--- src/rtl/i2c_target_regfile.sv ---
// Oversampled I2C target that maps bus transactions onto an external byte register file.
// A pointer byte selects the register; data writes and reads auto-increment the pointer.

module i2c_target_filter #(
    parameter int FILTER_LEN = 3
) (
    input  logic clk,
    input  logic rst,
    input  logic raw,
    output logic filt
);
    localparam int CW = (FILTER_LEN < 2) ? 1 : $clog2(FILTER_LEN);
    localparam logic [CW-1:0] RELOAD = CW'(FILTER_LEN - 1);

    logic [1:0]    sync;
    logic [CW-1:0] cnt;

    // Down-counter reloads whenever the synchronised input agrees with the filtered value.
    always_ff @(posedge clk or posedge rst) begin
        if (rst) begin
            sync <= 2'b11;
            filt <= 1'b1;
            cnt  <= RELOAD;
        end else begin
            sync <= {sync[0], raw};
            if (sync[1] == filt) begin
                cnt <= RELOAD;
            end else if (cnt == '0) begin
                filt <= sync[1];
                cnt  <= RELOAD;
            end else begin
                cnt <= cnt - 1'b1;
            end
        end
    end
endmodule

// state     | meaning
// IDLE      | bus free, waiting for START
// ADDR      | shifting in the address byte
// ADDR_ACK  | driving ACK for a matched address
// PTR       | shifting in the pointer byte
// PTR_ACK   | driving ACK for a valid pointer
// WDATA     | shifting in a data byte to write
// WDATA_ACK | driving ACK for a written byte
// RDATA     | shifting out the byte at rd_addr
// RDATA_ACK | sampling the controller's ACK/NACK
// IGNORE    | not addressed, waiting for START/STOP
module i2c_target_regfile #(
    parameter logic [6:0] ADDRESS    = 7'h42,
    parameter int         NUM_REGS   = 8,
    parameter int         FILTER_LEN = 3,
    localparam int        PW         = $clog2(NUM_REGS)
) (
    input  logic          clk,
    input  logic          rst,
    input  logic          scl_i,
    input  logic          sda_i,
    output logic          sda_oe,
    output logic          wr_en,
    output logic [PW-1:0] wr_addr,
    output logic [7:0]    wr_data,
    output logic [PW-1:0] rd_addr,
    input  logic [7:0]    rd_data,
    output logic          busy,
    output logic [PW-1:0] ptr
);
    typedef enum logic [3:0] {
        IDLE, ADDR, ADDR_ACK, PTR, PTR_ACK, WDATA, WDATA_ACK, RDATA, RDATA_ACK, IGNORE
    } state_t;

    localparam logic [8:0] NREGS = 9'(NUM_REGS);

    state_t     state;
    logic [3:0] bit_cnt;
    logic [7:0] sr;
    logic       rw;
    logic       ack_rx;
    logic       scl_f, sda_f, scl_d, sda_d;
    logic       scl_rise, scl_fall, start_det, stop_det;

    i2c_target_filter #(.FILTER_LEN(FILTER_LEN)) u_scl_filt (
        .clk(clk), .rst(rst), .raw(scl_i), .filt(scl_f)
    );
    i2c_target_filter #(.FILTER_LEN(FILTER_LEN)) u_sda_filt (
        .clk(clk), .rst(rst), .raw(sda_i), .filt(sda_f)
    );

    always_ff @(posedge clk or posedge rst) begin
        if (rst) begin
            scl_d <= 1'b1;
            sda_d <= 1'b1;
        end else begin
            scl_d <= scl_f;
            sda_d <= sda_f;
        end
    end

    assign scl_rise  = scl_f & ~scl_d;
    assign scl_fall  = ~scl_f & scl_d;
    assign start_det = ~sda_f & sda_d & scl_f;
    assign stop_det  = sda_f & ~sda_d & scl_f;

    function automatic logic [PW-1:0] ptr_inc(input logic [PW-1:0] p);
        return (p == PW'(NUM_REGS - 1)) ? '0 : p + 1'b1;
    endfunction

    always_ff @(posedge clk or posedge rst) begin
        if (rst) begin
            state   <= IDLE;
            bit_cnt <= '0;
            sr      <= '0;
            rw      <= 1'b0;
            ack_rx  <= 1'b0;
            sda_oe  <= 1'b0;
            wr_en   <= 1'b0;
            wr_addr <= '0;
            wr_data <= '0;
            rd_addr <= '0;
            busy    <= 1'b0;
            ptr     <= '0;
        end else begin
            wr_en <= 1'b0;
            if (start_det) begin
                state   <= ADDR;
                bit_cnt <= '0;
                sda_oe  <= 1'b0;
                busy    <= 1'b0;
            end else if (stop_det) begin
                state   <= IDLE;
                bit_cnt <= '0;
                sda_oe  <= 1'b0;
                busy    <= 1'b0;
            end else begin
                case (state)
                    ADDR: begin
                        if (scl_rise) begin
                            sr      <= {sr[6:0], sda_f};
                            bit_cnt <= bit_cnt + 4'd1;
                        end else if (scl_fall && bit_cnt == 4'd8) begin
                            bit_cnt <= '0;
                            if (sr[7:1] == ADDRESS) begin
                                sda_oe <= 1'b1;
                                busy   <= 1'b1;
                                rw     <= sr[0];
                                state  <= ADDR_ACK;
                            end else begin
                                state <= IGNORE;
                            end
                        end
                    end
                    PTR: begin
                        if (scl_rise) begin
                            sr      <= {sr[6:0], sda_f};
                            bit_cnt <= bit_cnt + 4'd1;
                        end else if (scl_fall && bit_cnt == 4'd8) begin
                            bit_cnt <= '0;
                            if ({1'b0, sr} < NREGS) begin
                                ptr     <= sr[PW-1:0];
                                rd_addr <= sr[PW-1:0];
                                sda_oe  <= 1'b1;
                                state   <= PTR_ACK;
                            end else begin
                                state <= IGNORE;
                            end
                        end
                    end
                    WDATA: begin
                        if (scl_rise) begin
                            sr      <= {sr[6:0], sda_f};
                            bit_cnt <= bit_cnt + 4'd1;
                            if (bit_cnt == 4'd7) begin
                                wr_en   <= 1'b1;
                                wr_addr <= ptr;
                                wr_data <= {sr[6:0], sda_f};
                            end
                        end else if (scl_fall && bit_cnt == 4'd8) begin
                            bit_cnt <= '0;
                            sda_oe  <= 1'b1;
                            state   <= WDATA_ACK;
                        end
                    end
                    ADDR_ACK: begin
                        if (scl_fall) begin
                            if (rw) begin
                                sr      <= rd_data;
                                sda_oe  <= ~rd_data[7];
                                bit_cnt <= '0;
                                state   <= RDATA;
                            end else begin
                                sda_oe <= 1'b0;
                                state  <= PTR;
                            end
                        end
                    end
                    PTR_ACK: begin
                        if (scl_fall) begin
                            sda_oe <= 1'b0;
                            state  <= WDATA;
                        end
                    end
                    WDATA_ACK: begin
                        if (scl_fall) begin
                            sda_oe  <= 1'b0;
                            ptr     <= ptr_inc(ptr);
                            rd_addr <= ptr_inc(ptr);
                            state   <= WDATA;
                        end
                    end
                    RDATA: begin
                        if (scl_rise) begin
                            bit_cnt <= bit_cnt + 4'd1;
                        end else if (scl_fall) begin
                            if (bit_cnt == 4'd8) begin
                                bit_cnt <= '0;
                                sda_oe  <= 1'b0;
                                state   <= RDATA_ACK;
                            end else begin
                                sda_oe <= ~sr[6];
                                sr     <= {sr[6:0], 1'b0};
                            end
                        end
                    end
                    RDATA_ACK: begin
                        // Advance on the ACK rise so rd_data has settled before the next load.
                        if (scl_rise) begin
                            ack_rx  <= ~sda_f;
                            ptr     <= ptr_inc(ptr);
                            rd_addr <= ptr_inc(ptr);
                        end else if (scl_fall) begin
                            if (ack_rx) begin
                                sr      <= rd_data;
                                sda_oe  <= ~rd_data[7];
                                bit_cnt <= '0;
                                state   <= RDATA;
                            end else begin
                                state <= IGNORE;
                            end
                        end
                    end
                    default: begin
                        sda_oe <= 1'b0;
                    end
                endcase
            end
        end
    end
endmodule

--- config.mk ---
export PLATFORM = sky130hd
export DESIGN_NAME = i2c_target_regfile
export DESIGN_NICKNAME = d
export VERILOG_FILES = /design/src/rtl/i2c_target_regfile.sv
export SDC_FILE = /design/constraint.sdc
export NUM_CORES = 1
export LEC_CHECK = 0
export ABC_AREA = 1
export BUFFER_PORTS_ARGS = -buffer_cell sky130_fd_sc_hd__buf_2
export CAP_MARGIN = 30
export CORE_MARGIN = 1
export CORE_UTILIZATION = 48
export DETAILED_ROUTE_END_ITERATION = 12
export PLACE_DENSITY = 0.78
export SETUP_SLACK_MARGIN = 0.5
export SLEW_MARGIN = 15
export SYNTH_ARGS = -nofsm -noshare
export SYNTH_HDL_FRONTEND = slang
export SYNTH_SLANG_ARGS = --single-unit
--- constraint.sdc ---
create_clock -name clk -period 1.95 [get_ports clk]
set_input_delay 0.0975 -clock clk [delete_from_list [all_inputs] [get_ports clk]]
set_output_delay 0.0975 -clock clk [all_outputs]
set_load 0.05 [all_outputs]
==> run summary <==
Register area = 1190 sq um
Worst Hold End = sr[0]$_DFFE_PP0P_
Sw Share = 52.4%
Post-synth EDFFs = 0
Worst Tran Pin Value = 0.436 ns
Synth unique cells = 34
PwrDens = 1770 nW/um^2
Diodes inserted = 0
#FFs+latches synth = 47
Routed wire length = 7.93 mm
Area growth syn-to-layout = 36.5%
Crit path time final = 1.75 ns
Mean Syn Cell Area = 7.75 sq um
Synthesis Warnings = 0
Worst Hold Path Cells = 3
Clk pwr share = 9.0%
I/O Buffers = 31
# DRC = 0
Die Ht = 78.5 microns
Register area share after synthesis = 42.4%
Fill count = 424
Vias in the first global route = 2670
Final Hold Slack = 0.114 ns
Setup crit end kind = register
Sequential power share = 23.2%
Max VDD drop = 1.04 mV
Die Area = 6160 sq um
Layout cell share with drive strength beyond 1 = 44.0%
Synth async-reset ratio = 100%
Pleak = 1.97 nW
Per-cell routed wire length = 15.5 microns
Skew-Pair Late Insertion Delay = 0.30 ns
Clock Path Buffers = 2
CP Cell Sequence = ha_4 -> inv_1 -> nand3_1 -> nand2_1 -> inv_1 -> nand2_4 -> a21oi_4 -> nand2_1 -> nand2_1 -> nand2_1
Startpoint of the worst-slack reg-to-reg timing path = scl_d$_DFF_PP1_
Slowest CP cell = dfstp_2
Most frequent cells in the layout = 97 x nand2_1, 32 x dfrtp_1, 31 x buf_2
FF-to-FF path depth = 10
CP bufs+invs = 2
Slew Limit Fails = 0
CP most frequent cell = nand2_1
Vias/cell = 5.54
Initial antenna violation count = 0
Vias = 2832
Post-synthesis cell area = 2810 sq um
# nets final = 460
DP Area = 3090 sq um
Switching Power = 3.54 mW
Hold Path Origin = rd_data[0]
R2R setup slack = 0.20 ns
Initial Util = 50.3%
Worst Path Arrival = 1.95 ns
Chip width = 78.5 microns
Largest net degree at the start of global routing = 22
RR Endpoint = sda_oe$_DFFE_PP0P_
Number of DRC markers in iteration 0 = 354
CTS tree = done
Clock root cell = clkbuf_8
Fin util = 68.7%
Critical Path Start Type = register
TritonRoute pass-1 iters = 5
GP Congestion = 0.964
CP peak stage delay = 0.57 ns
Rows = 27
H-Tree Depth = 2
RSZ-0062 raised after global routing = yes
Final Hold Vio Count = 0
Slew HR = 70.9%
IO Count = 32
Crit Path Class = register to register
Status = complete, no violations
Internal power = 3.22 mW
First-pass GRT wire length = 12.5 mm
F_max = 0.570 GHz
Design area = 3830 sq um
Clock-pin slew on the worst setup and hold paths = 0.09 ns
Worst Hold Class = input pin to register
Multi-input gate area = 1770 sq um
Synth Net Count = 384
Combinational power share = 67.8%
Total GRT Usage = 26.2%
Cts bufs inserted = 5
Post-route ant nets = 0
CP max FO = 6
Commonest non-fill, non-tap cell in the layout = nand2_1
Core box area = 5570 sq um
Final setup vio count = 0
Ys flop type = dfrtp_1
WP data required = 2.15 ns
CP top delay family = flip-flops
Final clock skew = 0.00523 ns
Fin Setup TNS = 0 ns
Final period util = 90.0%
Max-Cap Viols = 0
Sink Count = 47
Remaining global-route overflow = 0
Instance count of the mapped netlist = 362
HPWL Detailed = 4.85 mm
==> final cells by class <==
cell class | count | share of cell area (%)
sequential | 47 | 31.2
inverter | 38 | 4.18
tap | 72 | 2.35
clock buffer | 5 | 1.80
timing repair inverter | 2 | 0.359
timing repair buffer | 70 | 13.2
multi-input combinational | 274 | 46.3
clock inverter | 3 | 0.588
==> synth_stat cells (2+ instances only) <==
cell type / n / share of area [%]
a21oi_1: 6 / 1.1
dfstp_2: 10 / 9.4
inv_2: 9 / 1.2
dfrtp_1: 37 / 33
o21ai_1: 2 / 0.36
buf_4: 3 / 0.80
inv_1: 29 / 3.9
xor2_1: 3 / 0.94
nand2_1: 122 / 16
nand4_1: 3 / 0.67
nand3_1: 31 / 5.5
o21ai_2: 10 / 3.1
nor2_4: 3 / 1.2
ha_1: 10 / 4.5
and2_1: 2 / 0.45
o21ai_0: 19 / 3.4
nand2_4: 4 / 1.6
nor2_1: 30 / 4.0
nor2_2: 7 / 1.6
nand2_2: 8 / 1.8
==> worst register-to-register path, delay by kind of cell, from the launching register on <==
| family | cells | cell delay [ns] |
|---|---|---|
| adder cells (fa/ha/maj) | 1 | 0.20 |
| AO/OA/AOI/OAI | 1 | 0.20 |
| AND/OR/NAND/NOR | 6 | 0.48 |
| flip-flops | 1 | 0.57 |
| buffers and inverters | 2 | 0.20 |
==> through the flow <==
step / total power, mW / setup slack (ns) / instances
global placement: 4.59 / 0.144 / 463
global route: 7.25 / 0.0839 / 511
detailed placement: 4.64 / 0.152 / 463
floorplan: 4.03 / 0.436 / 362
finish: 6.76 / 0.195 / 511
CTS: 6.18 / 0.352 / 506
==> flip-flops by register name, summed over array words and instances (netlist names) <==
signal,flops
rw,1
u_sda_filt.filt,1
ack_rx,1
bit_cnt,4
wr_data,8
busy,1
sda_d,1
state,4
wr_en,1
u_sda_filt.sync,2
ptr,3
u_scl_filt.cnt,2
sda_oe,1
sr,8
u_scl_filt.filt,1
u_scl_filt.sync,2
wr_addr,3
u_sda_filt.cnt,2
scl_d,1
==> worst max path at each step <==
stage	from	endpoint	slack, ns	cells past startpoint
final	scl_d$_DFF_PP1_	sda_oe$_DFFE_PP0P_	0.20	10
after global routing	scl_d$_DFF_PP1_	state[3]$_DFFE_PP0P_	0.08	10
after CTS	u_scl_filt.filt$_DFFE_PP1P_	state[3]$_DFFE_PP0P_	0.35	10
after detailed placement	u_sda_filt.filt$_DFFE_PP1P_	bit_cnt[2]$_DFFE_PP0P_	0.15	9
after global placement	u_sda_filt.filt$_DFFE_PP1P_	bit_cnt[1]$_DFFE_PP0P_	0.14	9
after floorplan	u_scl_filt.filt$_DFFE_PP1P_	state[0]$_DFFE_PP0P_	0.44	9
==> cell families (layout without fill, tap and decap cells) <==
family / after synthesis / after routing / synth area share (%)
adders and majority gates: 10 / 10 / 4.46
and+or+nand+nor: 219 / 221 / 37.0
buffers and inverters: 43 / 118 / 6.46
DFF: 47 / 47 / 42.4
AOI/OAI and AO/OA: 40 / 40 / 8.74
xor gates and xnor gates: 3 / 3 / 0.936
==> metal layers <==
layer	part of all wire, %	global-route usage, %
met1	40	33.4
met2	48	44.7
met3	7.5	4.07
met4	4.1	9.44
met5	0	0
==> timing repair <==
action / 4_1_cts / 5_1_grt
gates resized for setup: 45 / 43
gates cloned: 4 / 0
pin swaps: 22 / 24
setup endpoints to repair: 35 / 35
hold endpoints to repair: 17 / 0
buffers inserted: 28 / 5
hold buffers: 3 / 0
==> power groups by stage <==
stage                     sequential (mW)  combinational, mW  clock (mW)
after global placement               1.57               3.02           0
after CTS                            1.56               4.00       0.622
after global routing                 1.60               4.99       0.663
final                                1.57               4.59       0.608
after floorplan                      1.63               2.41           0
after detailed placement             1.58               3.06           0
Note: power is estimated with default switching activity, not from simulation.
